==> src/rtl/pwm_tone_divider.sv <==
// Glitch-free tone/heartbeat divider: square or single-pulse output at BASE_FREQ/period,
// with new settings applied only at output-period boundaries.
module pwm_tone_divider #(
    parameter int CLK_FREQ  = 12_000_000,
    parameter int BASE_FREQ = 2400,
    parameter int PERIOD_W  = 4
) (
    input  logic                clk,
    input  logic                rst_n,
    input  logic                en,
    input  logic [PERIOD_W-1:0] period,
    input  logic                pulse_mode,
    output logic                clk_out,
    output logic                tick,
    output logic [PERIOD_W-1:0] cur_period
);

    localparam int HALF_UNIT = CLK_FREQ / (2 * BASE_FREQ);
    localparam int PRE_W     = (HALF_UNIT < 2) ? 1 : $clog2(HALF_UNIT);
    localparam logic [PRE_W-1:0] PRE_LAST = PRE_W'(HALF_UNIT - 1);

    generate
        if (HALF_UNIT < 2) begin : g_bad_half_unit
            $error("pwm_tone_divider: CLK_FREQ/(2*BASE_FREQ) must be at least 2");
        end
    endgenerate

    typedef enum logic [1:0] {
        ST_IDLE = 2'd0,
        ST_HIGH = 2'd1,
        ST_LOW  = 2'd2
    } state_t;

    state_t              state_q, state_d;
    logic [PRE_W-1:0]    pre_cnt_q, pre_cnt_d;
    logic [PERIOD_W-1:0] hcnt_q, hcnt_d;
    logic [PERIOD_W-1:0] cur_period_q, cur_period_d;
    logic                mode_q, mode_d;
    logic                clk_out_q, clk_out_d;
    logic                tick_q, tick_d;
    logic                half_tick_s;
    logic                phase_end_s;
    logic                start_ok_s;

    // State, counter and output registers.
    always_ff @(posedge clk or negedge rst_n) begin
        if (!rst_n) begin
            state_q      <= ST_IDLE;
            pre_cnt_q    <= '0;
            hcnt_q       <= '0;
            cur_period_q <= '0;
            mode_q       <= 1'b0;
            clk_out_q    <= 1'b0;
            tick_q       <= 1'b0;
        end else begin
            state_q      <= state_d;
            pre_cnt_q    <= pre_cnt_d;
            hcnt_q       <= hcnt_d;
            cur_period_q <= cur_period_d;
            mode_q       <= mode_d;
            clk_out_q    <= clk_out_d;
            tick_q       <= tick_d;
        end
    end

    // Prescaler, half-period counter and phase sequencing.
    always_comb begin
        state_d      = state_q;
        cur_period_d = cur_period_q;
        mode_d       = mode_q;
        clk_out_d    = 1'b0;
        tick_d       = 1'b0;
        start_ok_s   = en && (period != '0);
        half_tick_s  = (state_q != ST_IDLE) && (pre_cnt_q == PRE_LAST);
        phase_end_s  = half_tick_s && (hcnt_q == (cur_period_q - PERIOD_W'(1)));

        if (state_q == ST_IDLE || half_tick_s) begin
            pre_cnt_d = '0;
        end else begin
            pre_cnt_d = pre_cnt_q + PRE_W'(1);
        end

        if (state_q == ST_IDLE || phase_end_s) begin
            hcnt_d = '0;
        end else if (half_tick_s) begin
            hcnt_d = hcnt_q + PERIOD_W'(1);
        end else begin
            hcnt_d = hcnt_q;
        end

        case (state_q)
            ST_IDLE: begin
                if (start_ok_s) begin
                    state_d      = ST_HIGH;
                    cur_period_d = period;
                    mode_d       = pulse_mode;
                    tick_d       = 1'b1;
                    clk_out_d    = 1'b1;
                end else begin
                    state_d = ST_IDLE;
                end
            end
            ST_HIGH: begin
                if (phase_end_s) begin
                    state_d   = ST_LOW;
                    clk_out_d = 1'b0;
                end else begin
                    // Pulse mode keeps only the entry cycle high.
                    clk_out_d = ~mode_q;
                end
            end
            ST_LOW: begin
                if (phase_end_s) begin
                    if (start_ok_s) begin
                        state_d      = ST_HIGH;
                        cur_period_d = period;
                        mode_d       = pulse_mode;
                        tick_d       = 1'b1;
                        clk_out_d    = 1'b1;
                    end else begin
                        state_d = ST_IDLE;
                    end
                end else begin
                    state_d = ST_LOW;
                end
            end
            default: begin
                state_d = ST_IDLE;
            end
        endcase
    end

    assign clk_out    = clk_out_q;
    assign tick       = tick_q;
    assign cur_period = cur_period_q;

endmodule

==> config.mk <==
export PLATFORM = sky130hd
export DESIGN_NAME = pwm_tone_divider
export DESIGN_NICKNAME = d
export VERILOG_FILES = /design/src/rtl/pwm_tone_divider.sv
export SDC_FILE = /design/constraint.sdc
export NUM_CORES = 1
export LEC_CHECK = 0
export ABC_AREA = 0
export CAP_MARGIN = 10
export CORE_AREA = 2 2 50 64
export DETAILED_ROUTE_END_ITERATION = 10
export DIE_AREA = 0 0 52 66
export DONT_BUFFER_PORTS = 1
export SYNTH_ARGS = -nofsm -noshare
export SYNTH_HDL_FRONTEND = slang
export SYNTH_SLANG_ARGS = --single-unit
==> constraint.sdc <==
create_clock -name clk -period 2.5 [get_ports clk]
set_input_delay 0.75 -clock clk [delete_from_list [all_inputs] [get_ports clk]]
set_output_delay 0.75 -clock clk [all_outputs]
set_load 0.01 [all_outputs]
# Yosys cells after proc, flatten, opt, wreduce, memory -nomap -nowiden
# Cells that the tools add are included.
# classes
addsub,3
n_eq_ne,6
mux,18
bitwise,1
n_reduce_logical,11
# ops
op,count
2-to-1 mux 4 bit,4
adder 12 x 1 -> 12 bit (second input constant),1
== test 12 bit (second input constant),1
2-to-1 mux 12 bit,1
one-hot mux 4 bit (2 select lines),1
2-to-1 mux 1 bit,6
one-hot mux 2 bit (3 select lines),1
nonzero test 2 bit,3
adder 4 x 1 -> 4 bit (second input constant),1
== test 4 bit,1
2-to-1 mux 2 bit,2
!= test 2 bit (second input constant),2
one-hot mux 1 bit (2 select lines),2
nonzero test 4 bit,1
subtractor 4 x 1 -> 4 bit (second input constant),1
logical AND 1 bit,3
one-hot mux 1 bit (3 select lines),1
== test 2 x 1 -> 1 bit (second input constant),1
== test 2 bit (second input constant),1
zero test 2 bit,1
logical OR 1 bit,2
AND reduction 2 bit,1
inverter 1 bit,1
# totals
regBits,25
input_bits,8
wordCells,46

# Logic depth before layout (Yosys ltp)
# Gate-level depths: netlist of run 1.
# depth
depth_word,5
depth_mapped,7
depth_no_buf,7

# Worst setup path after synthesis of run 1
# Ideal clock, no wire load.
# synth_path
path_type,reg-to-reg
start,register pre_cnt_q[0]
end,"register cur_period_q[0], in the netlist cur_period[0]"
setup_ns,0.125
arrival_time_ns,1.976
path_slack_ns,0.399
stages_incl_launch_ff,7
period_less_slack_ns,2.101
path_cell_list,dfrtp_1 -> ha_1 -> or3b_2 -> nor3_4 -> nand4_4 -> a21oi_4 -> mux2_2
# synth_via
elab_chain_len,5
# synth_lines
element,line_no,rtl
start: declaration,35,"logic [PRE_W-1:0] pre_cnt_q, pre_cnt_d;"
start signal: assignment,57,pre_cnt_q <= pre_cnt_d;
== test 12 bit,74,half_tick_s = (state_q != ST_IDLE) && (pre_cnt_q == PRE_LAST);
logical AND 1 bit,74,
logical AND 1 bit,75,phase_end_s = half_tick_s && (hcnt_q == (cur_period_q - PERIOD_W'(1)));
!= test 2 bit (no line),--,
AND reduction 2 bit (no line),--,
end signal: assignment,59,cur_period_q <= cur_period_d;
end: declaration,37,"logic [PERIOD_W-1:0] cur_period_q, cur_period_d;"
# Every way passes these cells.
# A chain may end at the register's enable or synchronous reset.

# Final worst setup path of run 1
# layout_path
start,register pre_cnt_q[0]
end,"register cur_period_q[1], in the netlist cur_period[1]"
# Same word-level chain as after synthesis.

==> results of run 1 <==
[state kept, by name, indices dropped and copies added (netlist names)]
| name | cells |
|---|---|
| hcnt_q | 4 |
| tick | 1 |
| clk_out | 1 |
| pre_cnt_q | 12 |
| cur_period | 4 |
| state_q | 2 |
| mode_q | 1 |
[through the flow]
step	util [%]	hold WS [ns]	power (W)	area, sq um
after floorplan	-	0.454	0.000443	1230
after global placement	45.2	0.455	0.000446	1280
after detailed placement	45.2	0.456	0.000448	1280
after CTS	46.2	0.0942	0.000627	1310
after global routing	46.2	0.0722	0.000646	1310
final	46.2	0.103	0.000621	1310
[how the worst max path moves through the flow]
stage | end | slack [ns] | cells after the start | startpoint
final | cur_period[1]$_DFFE_PN0P_ | 0.23 | 6 | pre_cnt_q[0]$_DFF_PN0_
after global routing | cur_period[1]$_DFFE_PN0P_ | 0.07 | 6 | pre_cnt_q[0]$_DFF_PN0_
after CTS | cur_period[0]$_DFFE_PN0P_ | 0.22 | 6 | pre_cnt_q[0]$_DFF_PN0_
after detailed placement | cur_period[2]$_DFFE_PN0P_ | 0.24 | 6 | pre_cnt_q[0]$_DFF_PN0_
after global placement | cur_period[3]$_DFFE_PN0P_ | 0.32 | 6 | pre_cnt_q[0]$_DFF_PN0_
after floorplan | cur_period[0]$_DFFE_PN0P_ | 0.40 | 6 | pre_cnt_q[0]$_DFF_PN0_
[worst max-delay path, stage by stage, from the launching register on]
cell	delay, ns
sky130_fd_sc_hd__dfrtp_1	0.42
sky130_fd_sc_hd__ha_1	0.24
sky130_fd_sc_hd__or3b_2	0.51
sky130_fd_sc_hd__nor3_4	0.18
sky130_fd_sc_hd__nand4_4	0.19
sky130_fd_sc_hd__a21oi_4	0.26
sky130_fd_sc_hd__mux2_2	0.36
[power by group]
part            total, W  switching [W]  internal (W)
Sequential      0.000417     0.00000750      0.000410
Clock           0.000182       0.000119     0.0000625
Combinational  0.0000222      0.0000108     0.0000114
[per-layer routing]
metal  vias up  part of all wire [%]
met5         -                     0
met4         0                   1.5
met3         4                   4.7
met2        21                    53
met1       397                    41
li1        399                     -
[cells in the final DEF, fill, tap and decap left out]
cell type and n:
sky130_fd_sc_hd__dfrtp_1 25, sky130_fd_sc_hd__nor2_1 16, sky130_fd_sc_hd__xnor2_1 9, sky130_fd_sc_hd__nand2_1 9, sky130_fd_sc_hd__xor2_1 8, sky130_fd_sc_hd__nand3_1 6
sky130_fd_sc_hd__mux2_2 5, sky130_fd_sc_hd__and3_1 4, sky130_fd_sc_hd__nand3b_1 3, sky130_fd_sc_hd__a21oi_1 3, sky130_fd_sc_hd__ha_1 3, sky130_fd_sc_hd__clkbuf_4 3
sky130_fd_sc_hd__inv_1 2, sky130_fd_sc_hd__nor3_1 2, sky130_fd_sc_hd__a22oi_1 2, sky130_fd_sc_hd__o21ai_0 2, sky130_fd_sc_hd__or4b_4 1, sky130_fd_sc_hd__nand4b_1 1
sky130_fd_sc_hd__or3b_2 1, sky130_fd_sc_hd__nor3_4 1, sky130_fd_sc_hd__nand4_4 1, sky130_fd_sc_hd__or4_1 1, sky130_fd_sc_hd__or2_2 1, sky130_fd_sc_hd__a21oi_4 1
sky130_fd_sc_hd__o31ai_1 1, sky130_fd_sc_hd__or3_1 1, sky130_fd_sc_hd__or3_2 1, sky130_fd_sc_hd__nand2b_1 1, sky130_fd_sc_hd__nand4_1 1, sky130_fd_sc_hd__clkbuf_1 1
sky130_fd_sc_hd__buf_4 1
[area by class of cell]
cell class	count	share of cell area, %
clock buffer	4	2.01
timing repair buffer	1	0.574
inverter	2	0.574
tap	36	3.44
sequential	25	47.8
multi-input combinational	85	45.6
[cell families after synthesis]
group | after synthesis
and+or+nand+nor | 51
AOI/OAI and AO/OA | 9
xor gates and xnor gates | 17
adders and majority gates | 3
DFF | 25
muxes | 5
buffers and inverters | 3
==> impl_results.rst, run 1 <==
.. list-table::
   :header-rows: 1

   * - Metric
     - Value
   * - Summed negative setup slack over all endpoints
     - 0 ns
   * - Most instantiated cells after synthesis
     - sky130_fd_sc_hd__dfrtp_1, sky130_fd_sc_hd__nor2_1, sky130_fd_sc_hd__nand2_1, sky130_fd_sc_hd__xnor2_1, sky130_fd_sc_hd__xor2_1
   * - Cell type with the largest total area after synthesis
     - sky130_fd_sc_hd__dfrtp_1
   * - Met2 track demand over resource in global routing
     - 25.9%
   * - Capturing point of the worst reg2reg path
     - cur_period[1]$_DFFE_PN0P_
   * - Vias per cell
     - between 5 and 6
   * - Number of inserted filler cells in the final layout
     - about 280
   * - Final estimated routing congestion in global placement
     - 0.775
   * - Run status
     - finished clean
   * - # rows
     - 22
   * - Dpl ws
     - 0.238 ns
   * - Setup WS post-layout
     - 0.233 ns
   * - H-Tree Depth
     - 1
   * - Critical path capture point type
     - flip-flop
   * - Total core area
     - 2840 sq um
   * - Total nets after synthesis
     - 124
   * - Worst reg2reg startpoint
     - pre_cnt_q[0]$_DFF_PN0_
   * - Combined area of all synthesized cells
     - approximately 1200 sq um
   * - Cell count after synthesis
     - roughly 110
   * - Placed Instances
     - 149
   * - Port Buffer Count
     - 0
   * - Clock tree from TritonCTS
     - done
   * - Number of violations reported at the end of detailed-routing iteration 0
     - 16
   * - Effective utilization at floorplan
     - 43.5%
   * - Die X-Extent
     - roughly 52 um
   * - Number of antenna-violating nets in the routed design
     - 0
   * - Worst min-delay path category
     - primary input to async pin
   * - Combined area of the multi-input logic cells
     - 597 sq um
   * - Mux share of post-synthesis cell area
     - 4.56%
   * - Count of distinct cell types in the synthesized netlist
     - 29
   * - Number of clock buffers inserted by TritonCTS
     - 3
   * - Fraction of post-synthesis cell area in the top cell type by area
     - 50.7%
   * - Wire length of the first global-routing pass
     - 3910 um
   * - Top-level port count
     - 14
   * - Clock sink total
     - 25
   * - Share of synthesized cell area in full adder, half adder and majority cells
     - 3.04%
   * - Power density over the cells
     - 475 nW/um^2
   * - Most common cell in the netlist
     - sky130_fd_sc_hd__dfrtp_1
   * - Final Hold Fails
     - 0
   * - Max-Cap Viols
     - 0
   * - Async set or reset register ratio after synthesis
     - 100%
   * - Count of cells along the worst register-to-register path
     - 6
   * - CTS resizes
     - 0
   * - Count of placed standard cells in the final layout, fillers left out
     - 153
   * - Parity-gate share of the synthesized area counting xor and xnor cells
     - 12.1%
   * - Achievable frequency
     - 0.441 GHz
   * - Crit path arrival time
     - 2.49 ns
   * - Type of element launching the critical path
     - flip-flop
   * - Combinational family with the most area after synthesis
     - simple AND/OR/NAND/NOR gates
   * - Leakage Power
     - about 0.59 nW
   * - Grt ovf
     - 0
   * - Die Y-Extent
     - 66 um
   * - Share of final-layout standard cells stronger than drive strength 1
     - a little over an eighth
   * - Synthesis-stage register bit count
     - 25
   * - Number of synthesized flops with an enable pin
     - 0
   * - Post-route clock period utilization
     - 90.7%
   * - Initial antenna violation count
     - 0
   * - Final min period
     - 2.27 ns
   * - Hpwl dp
     - 1630 um
   * - Measured slew at the worst slew-check pin
     - 0.407 ns
   * - Synth area leaders
     - sky130_fd_sc_hd__dfrtp_1, sky130_fd_sc_hd__xnor2_1, sky130_fd_sc_hd__xor2_1
   * - Vias post-DR
     - 821
   * - Average routed wire per standard cell
     - 14.5 um
   * - Vias in the first global route
     - 871
   * - Post-synthesis area per instance
     - 10.9 sq um
   * - Max-slew violation total from the final report
     - 0
   * - Sequential fraction of the synthesis area
     - 50.7%
   * - Final-report setup violation count
     - 0
   * - Clk Tree Root Cell
     - sky130_fd_sc_hd__clkbuf_4
   * - Post-synthesis share of cell area spent on and, or, nand and nor gates
     - 23.5%
   * - Maximum number of buffers from clock root to sink
     - 2
   * - Setup repair after global routing missed its margin
     - false
   * - Setup repair bufs after CTS
     - 0
   * - Critical path data required time
     - 2.72 ns
   * - Nets
     - approximately 130
   * - Global routing usage summed across all routing layers
     - 15.5%
   * - Synth-to-layout area growth
     - 6.09%
   * - Met1 Usage GRT
     - 18.8%
   * - Setup slack, reg-to-reg
     - 0.23 ns
   * - Largest clock skew in the final design
     - ~0.0025 ns
   * - Post-detailed-route DRC marker count
     - 0
   * - Overall die area
     - roughly 3400 sq um
   * - Clk slew on worst S/H paths
     - 0.13 ns
   * - Storage element area
     - 626 sq um
   * - Max Fanout on Critical Path
     - 10
   * - N_diodes
     - 0
   * - Slew margin rel.
     - 72.6%
   * - First-pass iteration count of the detailed router
     - 5
   * - Yosys warning count
     - 0
   * - GR met3 Demand/Resource
     - 3.39%
   * - Clock insertion delay at the later pin of the skew report
     - between 0.3 and 0.4 ns
   * - Layer with the highest usage
     - met2
   * - Maximum number of pins on one net before global-route repair
     - 26
   * - Setup CP Type
     - flip-flop to flip-flop
   * - Total wire length after detailed routing
     - 2210 um
   * - Flip-flop cell with the highest count after synthesis
     - sky130_fd_sc_hd__dfrtp_1
   * - Post-synthesis compound-gate area fraction
     - 5.17%
   * - Hold-fix buffers at CTS
     - 0
   * - Peak VDD IR
     - 0.000248 V
No activity file was read; power rests on OpenSTA's default activity.
==> run 2, diff against run 1 <==
ABC_AREA = 1   (was 0)
CORE_AREA = 5 5 55 70   (was 2 2 50 64)
DIE_AREA = 0 0 60 75   (was 0 0 52 66)
==> run 2 against run 1 <==
  * Synthesized area up 8.6%
  * Critical path depth rose by 6
  * Power is 6.4% higher
  * Register-to-register slack improved by 0.47 ns
  * Sequential share of layout area decreased by 4.0 points
  * Global-route usage down 3.2 points
  * Synthesized cell count grew 53%
  * Maximum frequency increased by 26%
  * Clock-buffer cell count fell by 1
  * Worst hold slack better by 0.048 ns
  * Clock skew increased by 0.0070 ns
  * Largest power group unchanged
==> impl_results.rst, run 2 <==
.. list-table::
   :header-rows: 1

   * - Metric
     - Value
   * - Number of inserted filler cells in the final layout
     - 308
   * - Critical path capture point type
     - flip-flop
   * - Grt ovf
     - 0
   * - Setup CP Type
     - flip-flop to flip-flop
   * - Sequential fraction of the synthesis area
     - 46.7%
   * - Wire length on met1
     - 1100 um
   * - Wire length on met2
     - 1060 um
   * - Cell Chain, Critical Path
     - inv_1 > ha_1 > inv_1 > nand2_1 > nand2_1 > nand3_1 > nor2_2 > nand2_4 > nand2_8 > nand2_4 > nand2_1 > nand2_1
   * - Top-level port count
     - 14
   * - Fraction of post-synthesis cell area in the top cell type by area
     - 46.7%
   * - Global routing usage summed across all routing layers
     - ~12%
   * - Final Hold Fails
     - 0
   * - Achievable frequency
     - 0.558 GHz
   * - Maximum number of buffers from clock root to sink
     - 2
   * - Number of synthesized flops with an enable pin
     - 0
   * - Clock sink total
     - 25
   * - Type of element launching the critical path
     - flip-flop
   * - Number of clock buffers inserted by TritonCTS
     - 3
   * - Critical path data required time
     - roughly 2.7 ns
   * - Vias per cell
     - 5.04
   * - Port Buffer Count
     - 0
   * - Final core utilization
     - 46.0%
   * - Measured slew at the worst slew-check pin
     - around 0.44 ns
   * - Total wire length after detailed routing
     - 2350 um
   * - Synth area leaders
     - sky130_fd_sc_hd__dfrtp_1, sky130_fd_sc_hd__nand2_1, sky130_fd_sc_hd__nand3_1
   * - Leakage Power
     - 0.777 nW
   * - Max-Cap Viols
     - 0
   * - N_diodes
     - 0
   * - Worst min-delay path category
     - primary input to async pin
   * - Synthesis-stage register bit count
     - 25
   * - Number of violations reported at the end of detailed-routing iteration 0
     - 14
   * - Vias in the first global route
     - 1007
   * - Final estimated routing congestion in global placement
     - 0.820
   * - Maximum single-stage delay on the critical path
     - 0.47 ns
   * - Max Fanout on Critical Path
     - 8
   * - Wire length of the first global-routing pass
     - 4220 um
   * - Vias post-DR
     - 1074
   * - Clock insertion delay at the later pin of the skew report
     - 0.28 ns
   * - CTS resizes
     - 0
   * - Highest-delay cell along the critical path
     - sky130_fd_sc_hd__dfrtp_1
   * - Power density over the cells
     - 463 nW/um^2
   * - Most common cell in the netlist
     - sky130_fd_sc_hd__nand2_1
   * - Most frequent standard cell in the layout excluding fill and tap cells
     - sky130_fd_sc_hd__nand2_1
   * - Setup repair after global routing missed its margin
     - false
   * - Post-route clock period utilization
     - 71.7%
   * - Flip-flop cell with the highest count after synthesis
     - sky130_fd_sc_hd__dfrtp_1
   * - Yosys warning count
     - 0
   * - Peak VDD IR
     - 0.000362 V
   * - Clk slew on worst S/H paths
     - 0.10 ns
   * - Total nets after synthesis
     - 184
   * - Flip-flop count of the largest register after layout
     - 12
   * - Post-synthesis area per instance
     - 7.75 sq um
   * - Highest metal used
     - met4
   * - H-Tree Depth
     - 1
   * - Average routed wire per standard cell
     - 11.0 um
   * - Die Y-Extent
     - roughly 75 um
   * - Post-detailed-route DRC marker count
     - 0
   * - WL met3
     - ~150 um
   * - Hold-fix buffers at CTS
     - 0
   * - Final min period
     - ~1.8 ns
   * - Worst path most repeated cell
     - sky130_fd_sc_hd__nand2_1
   * - Run status
     - finished clean
   * - Crit path arrival time
     - 1.96 ns
   * - Reg with most FFs
     - pre_cnt_q
   * - Number of antenna-violating nets in the routed design
     - 0
   * - Max-slew violation total from the final report
     - 0
   * - Count of distinct cell types in the synthesized netlist
     - 21
   * - Share of final-layout standard cells stronger than drive strength 1
     - around a tenth
   * - Most frequent cells in the layout
     - sky130_fd_sc_hd__nand2_1, sky130_fd_sc_hd__dfrtp_1, sky130_fd_sc_hd__inv_1, sky130_fd_sc_hd__nand3_1, sky130_fd_sc_hd__nor2_1
   * - Clock tree from TritonCTS
     - done
   * - Combined area of all synthesized cells
     - roughly 1300 sq um
   * - Slew margin rel.
     - between 70% and 80%
   * - Effective utilization at floorplan
     - 43.1%
   * - Hpwl dp
     - 1850 um
   * - # rows
     - 23
   * - Setup repair bufs after CTS
     - 0
   * - Synth-to-layout area growth
     - 6.63%
   * - First-pass iteration count of the detailed router
     - 4
   * - Die X-Extent
     - 60 um
   * - Clk Tree Root Cell
     - sky130_fd_sc_hd__clkbuf_8
   * - Cell count after synthesis
     - 173
   * - Maximum number of pins on one net before global-route repair
     - 26
   * - Summed negative setup slack over all endpoints
     - 0 ns
   * - Overall die area
     - roughly 4500 sq um
   * - Total core area
     - around 3100 sq um
   * - Largest clock skew in the final design
     - 0.00954 ns
   * - Most instantiated cells after synthesis
     - sky130_fd_sc_hd__nand2_1, sky130_fd_sc_hd__dfrtp_1, sky130_fd_sc_hd__inv_1, sky130_fd_sc_hd__nand3_1, sky130_fd_sc_hd__nor2_1
   * - Initial antenna violation count
     - 0
   * - Nets
     - 188
   * - Async set or reset register ratio after synthesis
     - 100%
   * - Cell type with the largest total area after synthesis
     - sky130_fd_sc_hd__dfrtp_1
   * - Final-report setup violation count
     - 0
## run 2: worst max-delay path, delay by kind of cell, from the launching register on
kind          cells  cell delay [ns]
fa+ha+maj         1             0.32
buf+inv           2             0.17
flops             1             0.47
simple gates      9             0.72
## run 2: cell type report
type	instances	area [sq um]	area share (%)
well taps	37	46.3	3.24
multi-input cells	121	596	41.7
clock inverters	1	8.76	0.613
flip-flops and latches	25	626	43.8
clock buffers	3	41.3	2.89
inverters	26	111	7.79
## run 2: power by group
group / switching [W] / internal, W
sequential: 0 / 0.000404
combinational: 0.000000116 / 0.000000220
clock: 0.000140 / 0.000117
## run 2: logic make-up (layout without fill, tap and decap cells)
| group | after synthesis | count (layout) | share of synthesized area [%] |
|---|---|---|---|
| compound gates | 16 | 16 | 5.98 |
| simple gates | 99 | 99 | 33.7 |
| flops | 25 | 25 | 46.7 |
| fa+ha+maj | 3 | 3 | 2.80 |
| buf+inv | 27 | 30 | 8.87 |
| xor+xnor | 3 | 3 | 1.96 |
## run 2: layer usage
layer / GRT usage (%) / up-vias
met5: 0 / -
met4: 5.17 / 0
met3: 2.92 / 5
met2: 19.0 / 30
met1: 16.5 / 489
li1: - / 550
## run 2: through the flow
stage                     cell area [sq um]  hold slack (ns)  std cells  total power [W]  worst slack, ns
after global placement                 1380            0.449        209         0.000412            0.765
after global routing                   1430            0.132        213         0.000687            0.537
after detailed placement               1380            0.455        209         0.000412            0.707
final                                  1430            0.151        213         0.000661            0.707
after floorplan                        1340            0.424        173         0.000412            0.861
after CTS                              1430            0.144        213         0.000669            0.686
## run 2: final timing paths
check / start / end / slack [ns] / cells past startpoint
min in group clk: pre_cnt_q[0]$_DFF_PN0_ / pre_cnt_q[0]$_DFF_PN0_ / 0.46 / 1
worst max-delay path: cur_period[0]$_DFFE_PN0P_ / cur_period[0]$_DFFE_PN0P_ / 0.71 / 12
worst min-delay path: rst_n / pre_cnt_q[0]$_DFF_PN0_ / 0.15 / 0
worst min register to register: pre_cnt_q[0]$_DFF_PN0_ / pre_cnt_q[0]$_DFF_PN0_ / 0.46 / 1
max in group asynchronous: rst_n / cur_period[0]$_DFFE_PN0P_ / 2.27 / 0
worst max register to register: cur_period[0]$_DFFE_PN0P_ / cur_period[0]$_DFFE_PN0P_ / 0.71 / 12
==> run 3, diff against run 2 <==
clock period = 1.8 ns   (was 2.5 ns; I/O delays follow)
==> run 3 against run 2 <==
  * Final cell count up 1.9%
  * Power up 40%
  * Utilization is 1.4 points higher
  * Sequential cell count did not move
  * Sequential power is 39% higher
  * Via count decreased by 0.19%
  * Clock-buffer cell count unchanged
  * Non-clock buffer count grew 4
  * Maximum frequency increased by 8.6%
  * First-iteration DRC count up 21%
  * Global-route usage is 1.1 points higher
  * Register-to-register slack lost 0.56 ns
  * Critical path type unchanged
  * Largest cell class unchanged
  * Highest routed layer unchanged
==> impl_results.rst, run 3 (synthesis results as in run 2) <==
.. list-table::
   :header-rows: 1

   * - Metric
     - Value
   * - Seq pwr share
     - 60.4%
   * - Total wire length after detailed routing
     - 2540 um
   * - Final min period
     - 1.65 ns
   * - Top-level port count
     - 14
   * - Maximum single-stage delay on the critical path
     - 0.39 ns
   * - Final Hold Fails
     - 0
   * - Total core area
     - 3110 sq um
   * - Setup slack, reg-to-reg
     - 0.15 ns
   * - Peak VDD IR
     - 0.000559 V
   * - Setup CP Type
     - flip-flop to flip-flop
   * - Internal Dissipation
     - 0.000723 W
   * - Critical path data required time
     - about 2 ns
   * - Power spent charging and discharging nets
     - 0.000205 W
   * - Cell Chain, Critical Path
     - inv_1 > ha_1 > inv_1 > nand2_1 > nand2_1 > nand3_1 > nor2_2 > nand2_4 > nand2_8 > nand2_4 > nand2_1 > nand2_1
   * - Overall die area
     - 4500 sq um
   * - Run status
     - finished clean
   * - Final estimated routing congestion in global placement
     - 0.830
   * - Minimum hold slack
     - ~0.057 ns
   * - Die X-Extent
     - 60 um
   * - Clock insertion delay at the later pin of the skew report
     - ~0.28 ns
   * - Maximum number of buffers from clock root to sink
     - 2
   * - Switching share of power
     - 22.1%
   * - # rows
     - 23
   * - Global routing usage summed across all routing layers
     - approximately an eighth
   * - Storage element area
     - 626 sq um
   * - Final-report setup violation count
     - 0
   * - Reg with most FFs
     - pre_cnt_q
   * - Initial antenna violation count
     - 0
   * - Worst min-delay path category
     - primary input to async pin
   * - Highest-delay cell along the critical path
     - sky130_fd_sc_hd__dfrtp_1
   * - Worst reg2reg startpoint
     - cur_period[1]$_DFFE_PN0P_
   * - Nets
     - 192
   * - Type of element launching the critical path
     - flip-flop
   * - Average routed wire per standard cell
     - between 10 and 15 um
   * - N_diodes
     - 0
   * - Largest clock skew in the final design
     - 0.00573 ns
   * - Count of cells along the worst register-to-register path
     - 12
   * - Synth-to-layout area growth
     - 9.90%
   * - Max-Cap Viols
     - 0
   * - Measured slew at the worst slew-check pin
     - 0.445 ns
   * - Critical path capture point type
     - flip-flop
   * - Setup repair after global routing missed its margin
     - false
   * - Slew margin rel.
     - ~70%
   * - Port Buffer Count
     - 0
   * - Summed negative setup slack over all endpoints
     - 0 ns
   * - Grt ovf
     - 0
   * - Share of final-layout standard cells stronger than drive strength 1
     - 12.8%
   * - Leakage Power
     - 0.798 nW
   * - Post-route clock period utilization
     - 91.7%
   * - Most frequent cells in the layout
     - sky130_fd_sc_hd__nand2_1, sky130_fd_sc_hd__dfrtp_1, sky130_fd_sc_hd__inv_1, sky130_fd_sc_hd__nand3_1, sky130_fd_sc_hd__nor2_1
   * - Effective utilization at floorplan
     - 43.1%
   * - Vias in the first global route
     - 1070
   * - Comb power frac
     - 1.6%
   * - Vias post-DR
     - ~1.1k
   * - Number of inserted filler cells in the final layout
     - 304
   * - Largest delay share family, worst path
     - simple AND/OR/NAND/NOR gates
   * - Clk slew on worst S/H paths
     - 0.09 ns
   * - Number of clock buffers inserted by TritonCTS
     - 3
   * - Combined area of the multi-input logic cells
     - 598 sq um
   * - Number of violations reported at the end of detailed-routing iteration 0
     - 17
   * - Clock tree from TritonCTS
     - done
   * - Hpwl dp
     - 1960 um
   * - Achievable frequency
     - 0.606 GHz
   * - Most frequent standard cell in the layout excluding fill and tap cells
     - sky130_fd_sc_hd__nand2_1
   * - Capturing point of the worst reg2reg path
     - cur_period[3]$_DFFE_PN0P_
   * - Vias per cell
     - approximately 5
   * - Die Y-Extent
     - 75 um
   * - Number of buffers and inverters on the critical path
     - 2
   * - Maximum number of pins on one net before global-route repair
     - 26
   * - Worst path most repeated cell
     - sky130_fd_sc_hd__nand2_1
   * - H-Tree Depth
     - 1
   * - Number of antenna-violating nets in the routed design
     - 0
   * - First-pass iteration count of the detailed router
     - 4
   * - Max-slew violation total from the final report
     - 0
   * - Clk Tree Root Cell
     - sky130_fd_sc_hd__clkbuf_8
   * - Power density over the cells
     - 630 nW/um^2
   * - Crit path arrival time
     - 1.83 ns
   * - Wire length of the first global-routing pass
     - around 4600 um
   * - Share of total power in the clock network
     - a little under two fifths
   * - Flip-flop count of the largest register after layout
     - 12
   * - Post-detailed-route DRC marker count
     - 0
   * - Max Fanout on Critical Path
     - 8
   * - Clock sink total
     - 25
[run 3: changes by cell type in the layout (fill, tap and decap cells not counted), sizes merged]
| cell | change |
|---|---|
| buf | +4 |
| clkinvlp | +1 |
| inv | -1 |
[run 3: power by group through the flow]
stage / logic (W) / clock network, W / registers [W]
floorplan: 0.000000418 / 0 / 0.000572
global placement: 0.000000437 / 0 / 0.000572
detailed placement: 0.000000447 / 0 / 0.000572
CTS: 0.0000164 / 0.000360 / 0.000561
global route: 0.0000182 / 0.000387 / 0.000561
finish: 0.0000153 / 0.000352 / 0.000561
[run 3: timing repair]
item | CTS | global route
endpoints found under the hold margin | 25 | 0
buffers inserted | 0 | 0
hold buffers | 1 | 0
resized for setup | 0 | 1
endpoints found under the setup margin | 0 | 1
[run 3: routing by layer]
layer	GRT usage, %	wire, um
met1	16.8	1140
met2	21.5	1220
met3	3.09	116
met4	6.16	66
met5	0	0
[run 3: final cells by class]
cell class                      instances  area share, %
Sequential cell                        25           42.5
Multi-Input combinational cell        121           40.6
Inverter                               26           7.56
Tap cell                               37           3.14
Timing Repair Buffer                    4           2.89
Clock buffer                            3           2.80
Clock inverter                          1          0.510
[run 3: how the worst max path moves through the flow]
stage | start | end | slack (ns) | cells past startpoint
4_1_cts | cur_period[1]$_DFFE_PN0P_ | cur_period[2]$_DFFE_PN0P_ | 0.14 | 12
3_5_place_dp | cur_period[1]$_DFFE_PN0P_ | cur_period[2]$_DFFE_PN0P_ | 0.16 | 12
2_1_floorplan | cur_period[0]$_DFFE_PN0P_ | cur_period[0]$_DFFE_PN0P_ | 0.16 | 12
3_3_place_gp | pre_cnt_q[0]$_DFF_PN0_ | hcnt_q[2]$_DFFE_PN0P_ | 0.21 | 8
6_report | cur_period[1]$_DFFE_PN0P_ | cur_period[3]$_DFFE_PN0P_ | 0.15 | 12
5_1_grt | cur_period[1]$_DFFE_PN0P_ | cur_period[3]$_DFFE_PN0P_ | 0.02 | 12
[run 3: per-stage QoR]
stage | total power (W) | util (%) | setup WS, ns | instances | instance area (sq um)
floorplan | 0.000573 | - | 0.161 | 173 | 1340
global placement | 0.000573 | 45.1 | 0.214 | 212 | 1400
detailed placement | 0.000573 | 45.1 | 0.157 | 212 | 1400
CTS | 0.000938 | 47.3 | 0.138 | 217 | 1470
global route | 0.000966 | 47.4 | 0.0155 | 217 | 1470
finish | 0.000928 | 47.4 | 0.149 | 217 | 1470
